--- src/rtl/fpu_norm_pkg.sv ---
// fpu_norm_pkg: shared widths and pipeline record types for the FPU normalization arbiter
package fpu_norm_pkg;
  localparam int MANT_W = 32;
  localparam int LZC_W = 5;
  localparam int EXP_W = 10;
  localparam int N_REQ = 2;
  typedef struct packed {
    logic sign;
    logic [EXP_W-1:0] exp;
    logic [MANT_W-1:0] mant;
  } norm_req_t;
  typedef struct packed {
    norm_req_t req;
    logic [LZC_W-1:0] c;
    logic v;
    logic id;
  } norm_s1_t;
endpackage

--- src/rtl/fpu_rr_arb.sv ---
// fpu_rr_arb: 2-way round-robin grant; the pointer moves past the winner only on a handshake
module fpu_rr_arb (
  input  logic       clk,
  input  logic       rst_n,
  input  logic       en,
  input  logic [1:0] req,
  output logic [1:0] gnt,
  output logic       id
);
  logic ptr;
  always_comb begin
    id = ptr ? req[1] : !req[0];
    gnt = en ? ({id, !id} & req) : 2'b00;
  end
  always_ff @(posedge clk or negedge rst_n)
    if (!rst_n) ptr <= 1'b0;
    else if (|gnt) ptr <= !id;
endmodule

--- src/rtl/lzc_32.sv ---
// lzc_32: leading-zero count of a 32-bit word; zero flags an all-zero input
module lzc_32 (
  input  logic [31:0] a,
  output logic [4:0]  cnt,
  output logic        zero
);
  always_comb begin
    cnt = '0;
    for (int i = 0; i < 32; i++) if (a[i]) cnt = 5'(31 - i);
    zero = a == '0;
  end
endmodule

--- src/rtl/fpu_norm_arbiter.sv ---
// fpu_norm_arbiter: round-robin shared LZC/shift/exponent-adjust normalizer, 2-stage valid/ready pipeline.
// Define FPU_NORM_SUBNORM_EN for gradual underflow; default flushes underflow to zero.
module fpu_norm_arbiter #(
  parameter int N_REQ  = 2,
  parameter int EXP_W  = 10,
  parameter int MANT_W = 32
) (
  input  logic                    clk,
  input  logic                    rst_n,
  input  logic [N_REQ-1:0]        req_valid,
  output logic [N_REQ-1:0]        req_ready,
  input  logic [N_REQ*MANT_W-1:0] req_mant,
  input  logic [N_REQ*EXP_W-1:0]  req_exp,
  input  logic [N_REQ-1:0]        req_sign,
  output logic                    out_valid,
  input  logic                    out_ready,
  output logic                    out_id,
  output logic [MANT_W-1:0]       out_mant,
  output logic [EXP_W-1:0]        out_exp,
  output logic                    out_sign,
  output logic                    out_zero,
  output logic                    out_uf,
  output logic                    busy
);
  import fpu_norm_pkg::*;
  if (MANT_W != 32 || N_REQ != 2 || EXP_W != fpu_norm_pkg::EXP_W) begin : g_bad_cfg
    $error("fpu_norm_arbiter: MANT_W must be 32, N_REQ 2, EXP_W must match fpu_norm_pkg");
  end
  logic [1:0] gnt;
  logic gid, s1_en, s1_valid, s2_ready, v, uf;
  logic [LZC_W-1:0] c;
  logic [EXP_W:0] e;
  logic [MANT_W-1:0] n_mant;
  norm_req_t sel;
  norm_s1_t s1;
  assign s2_ready = !out_valid || out_ready;
  // reset also closes the input handshake so nothing is accepted while held
  assign s1_en = rst_n && (!s1_valid || s2_ready);
  assign req_ready = gnt;
  assign busy = s1_valid || out_valid;
  assign sel = {req_sign[gid], req_exp[int'(gid)*EXP_W +: EXP_W], req_mant[int'(gid)*MANT_W +: MANT_W]};
  fpu_rr_arb u_arb (.clk(clk), .rst_n(rst_n), .en(s1_en), .req(req_valid), .gnt(gnt), .id(gid));
  lzc_32 u_lzc (.a(sel.mant), .cnt(c), .zero(v));
  always_ff @(posedge clk or negedge rst_n)
    if (!rst_n) begin
      s1_valid <= 1'b0;
      s1 <= '0;
    end else if (s1_en) begin
      s1_valid <= |gnt;
      if (|gnt) s1 <= {sel, c, v, gid};
    end
`ifdef FPU_NORM_SUBNORM_EN
  logic [EXP_W:0] em1;
  logic [LZC_W-1:0] sh;
  always_comb begin
    e = {s1.req.exp[EXP_W-1], s1.req.exp} - (EXP_W+1)'(s1.c);
    uf = e[EXP_W] || e == '0;
    em1 = {s1.req.exp[EXP_W-1], s1.req.exp} - (EXP_W+1)'(1);
    sh = (em1[EXP_W] || em1 == '0) ? '0 : (em1 < (EXP_W+1)'(s1.c)) ? em1[LZC_W-1:0] : s1.c;
    n_mant = s1.v ? '0 : s1.req.mant << (uf ? sh : s1.c);
  end
`else
  always_comb begin
    e = {s1.req.exp[EXP_W-1], s1.req.exp} - (EXP_W+1)'(s1.c);
    uf = e[EXP_W] || e == '0;
    n_mant = (s1.v || uf) ? '0 : s1.req.mant << s1.c;
  end
`endif
  always_ff @(posedge clk or negedge rst_n)
    if (!rst_n) begin
      out_valid <= 1'b0;
      out_id <= 1'b0;
      out_mant <= '0;
      out_exp <= '0;
      out_sign <= 1'b0;
      out_zero <= 1'b0;
      out_uf <= 1'b0;
    end else if (s2_ready) begin
      out_valid <= s1_valid;
      if (s1_valid) begin
        out_id <= s1.id;
        out_mant <= n_mant;
        out_exp <= (s1.v || uf) ? '0 : e[EXP_W-1:0];
        out_sign <= s1.req.sign;
        out_zero <= s1.v;
        out_uf <= !s1.v && uf;
      end
    end
endmodule

--- config.mk ---
export PLATFORM = sky130hd
export DESIGN_NAME = fpu_norm_arbiter
export DESIGN_NICKNAME = d
export VERILOG_FILES = /design/src/rtl/fpu_norm_pkg.sv /design/src/rtl/fpu_rr_arb.sv /design/src/rtl/lzc_32.sv /design/src/rtl/fpu_norm_arbiter.sv
export SDC_FILE = /design/constraint.sdc
export NUM_CORES = 1
export LEC_CHECK = 0
export CAP_MARGIN = 20
export CORE_ASPECT_RATIO = 0.8
export CORE_MARGIN = 5
export CORE_UTILIZATION = 37
export DETAILED_ROUTE_END_ITERATION = 10
export SLEW_MARGIN = 20
export SYNTH_ARGS = -nofsm -noshare
export SYNTH_HDL_FRONTEND = slang
export SYNTH_SLANG_ARGS = --single-unit
--- constraint.sdc ---
create_clock -name clk -period 3.1 [get_ports clk]
set_clock_uncertainty 0.1 [all_clocks]
set_input_delay 0.62 -clock clk [delete_from_list [all_inputs] [get_ports clk]]
set_output_delay 0.62 -clock clk [all_outputs]
set_load 0.02 [all_outputs]
==> impl_metrics.toml <==
[outcome]
status = "complete, no violations"

[global_route]
grt_pass1_vias = 6180
grt_use_met2 = 0.294
grt_pass1_wl_mm = 34.5
top_usage_layer = "met1"
gr-total-overflow = 0
grt_max_degree = 60
antenna_found_initial = 0
gr-usage-met1 = 0.327
grt.total_usage = 0.207
use_met3 = 0.0483

[placed_design]
place.gp.congestion = 0.909
numPortBuffers = 140
hpwl_mm = 17.3

[setup_path]
cp.required_ns = 3.22
endpoint = "out_mant[30]"
reg2regPathDepth = 9
crit_arrival_ns = 2.99
rr_endpoint = "out_mant[30]"
endpoint_kind = "register"
path_cells = "ha_1, fa_1, nand2b_1, a21oi_1, nand3b_1, a2111oi_2, nand3b_4, buf_12, o31ai_1"
r2r-start = "s1[2]"
crit_path_start_kind = "register"
slowest_stage = "a2111oi_2"
crit_fanout = 26
critPathKind = "register to register"
crit_family = "compound AO/OA/AOI/OAI gates"
crit_cells = 9
cp_slowest_stage_delay_ns = 0.43
r2r_setup_slack_ns = 0.22
crit_path_start = "s1[2]"
cp.buffers_inverters = 1

[power_and_ir_drop]
power_mw = 8.54
switching_power_mw = 3.87
intPower_mw = 4.67
switching_share = 0.453
leakagePower_nw = 3.59
combPwrFrac = 0.592
cellPowerDensity_mw_per_mm2 = 982
peakVddDrop_mv = 0.340
seq_power_share = 0.271
p_clk_frac = 0.136

[final_layout]
largest_registers = "s1: 50 flops, out_mant: 32 flops, out_exp: 10 flops"
drive_above_1_share = 0.103
nets = 1038
fill_cells = 1710
area_growth_pct = 30.5
n_antenna_cell = 0
regMostFlops = "s1"
largest_reg_flops = 50

[drt]
antenna_left = 0
initialDrtViolationCount = 525
finalWirelength_mm = 21.8
avgViaCountPerCell = 5.59
first_pass_iters = 7
vias = 6551
wire_per_inst_um = 18.7
drc = 0

[yosys]
synth_flop_cell = "dfrtp_1"
synth_compound_area_frac = 0.212
synth-async-reset-ratio = 1.00
synthTopCellsByCount = "nand2_1 (187), dfrtp_1 (99), nor2_1 (93)"
syn-num-nets = 904
yosysTopAreaCellShare = 0.372
yosysSeqAreaShare = 0.372
synth_simple_gate_area_frac = 0.235
synthAdderAreaFrac = 0.0124
synth_area_mm2 = 0.00667
synth_warnings = 0
yosysMostFrequentCell = "nand2_1"
synth_top_family_by_area = "simple AND/OR/NAND/NOR gates"
postSynthAreaPerCell_um2 = 8.26
syn_inst = 807
synth.ff_latch_count = 99
synth_edf_count = 0
yosys.cell_types.count = 68
synth_xor_area_frac = 0.00526
yosys-top-cells-area = "dfrtp_1 (37%), nand2_1 (11%), mux4_2 (5.4%)"
synth.mux.area_fraction = 0.115
yosys.area.top_type = "dfrtp_1"

[clocking]
clk_pin_slew_ns = 0.07
clock_latency_ns = 0.36
cts_buffers = 9
postCtsSetupBuffers = 0
cts_root_buffer = "clkbuf_16"
clock_sinks = 99
cts_resized = 0
clockBufferDepth = 2
htreeDepth = 3
cts_tree = "built"
ctsHoldBuffers = 0

[floorplan]
num_rows = 43
die_y_um = 130
core_area_mm2 = 0.0175
io_pins = 141
start_util = 0.380
die_w_um = 160
dieArea_mm2 = 0.0208

[sta]
setup_viol = 0
max_slew_margin = 0.477
finalHoldViolations = 0
fin_crit_sh = 0.928
slew_violations = 0
fmax_ghz = 0.347
setup_tns_ns = 0
rsz0062_at_grt = "false"
fin_crit_ns = 2.88
worstMarginPinSlew_ns = 0.781

[min_path]
hold_path.class = "primary input to async pin"

[run]
maxCapViolCount = 0
## how the worst min path moves through the flow
stage                 endpoint  slack [ns]
floorplan           out_exp[0]        0.22
global placement      out_sign        0.35
detailed placement    out_sign        0.35
CTS                  out_valid        0.34
global route             s1[1]        0.38
finish                  s1[37]        0.34
## power by group through the flow
stage / logic (mW) / registers (mW) / clock network (mW)
after floorplan: 3.14 / 2.47 / 0
after CTS: 5.05 / 2.32 / 1.18
final: 5.06 / 2.32 / 1.16
after detailed placement: 5.03 / 2.34 / 0
after global placement: 5.03 / 2.33 / 0
after global routing: 5.54 / 2.39 / 1.24
## metrics by stage
stage	util	instance area [um2]	hold slack (ns)	setup slack [ns]	instances
3_5_place_dp	0.479	8400	0.354	0.134	1155
6_report	0.496	8700	0.339	0.222	1171
2_1_floorplan	-	6670	0.224	0.138	807
4_1_cts	0.496	8700	0.336	0.242	1171
3_3_place_gp	0.479	8400	0.353	0.149	1155
5_1_grt	0.496	8700	0.378	0.0492	1171
## metal layers
layer	vias to the layer above	share of wire	wire, um
li1	3208	-	-
met2	262	0.41	9010
met3	15	0.076	1660
met5	-	0	0
met4	0	0.0083	181
met1	3066	0.50	11000
## final cells by class
type	count	area (um2)	share of cell area
multi-input cells	637	3870	0.445
flip-flops and latches	99	2480	0.285
repair buffers	174	1690	0.194
well taps	225	282	0.0324
clock buffers	10	229	0.0263
inverters	20	75.1	0.00863
clock inverters	6	73.8	0.00848
## layout by cell type (no fill, tap or decap), types with 3 or more instances in the layout
cell type,Yosys,routed
or2_2,3,3
nor2_1,93,91
nand2b_1,8,8
nand2_1,187,186
o311ai_0,5,5
o32ai_1,4,4
o41ai_1,3,3
inv_1,17,17
a221oi_1,6,6
a211oi_1,3,3
nand3b_1,4,4
a21oi_1,27,27
mux2i_1,19,19
nor2b_1,6,6
dfrtp_1,99,98
or3_1,4,4
a2111oi_0,6,6
a22oi_1,12,12
clkdlybuf4s50_1,0,139
xor2_1,3,3
and2_1,3,3
o22ai_1,7,7
o31ai_1,26,26
a31oi_1,25,25
o21ai_1,5,5
buf_12,0,3
ha_1,5,5
o21ai_0,54,54
a222oi_1,4,4
nor3_1,18,18
mux4_2,16,16
buf_4,1,32
or4_1,3,3
mux2_2,19,19
clkbuf_16,0,9
nor4_1,12,12
nand3_1,12,12
## worst register-to-register path, stage by stage (launching register included)
cell	delay, ns
dfrtp_2	0.41
ha_1	0.23
fa_1	0.41
nand2b_1	0.16
a21oi_1	0.28
nand3b_1	0.14
a2111oi_2	0.43
nand3b_4	0.30
buf_12	0.20
o31ai_1	0.10
## cell families after synthesis
kind of cell	count (synthesis)
flops	99
buf+inv	71
xor+xnor	4
mux	54
fa+ha+maj	6
compound gates	211
simple gates	362
No activity file was read; power rests on OpenSTA's default activity.
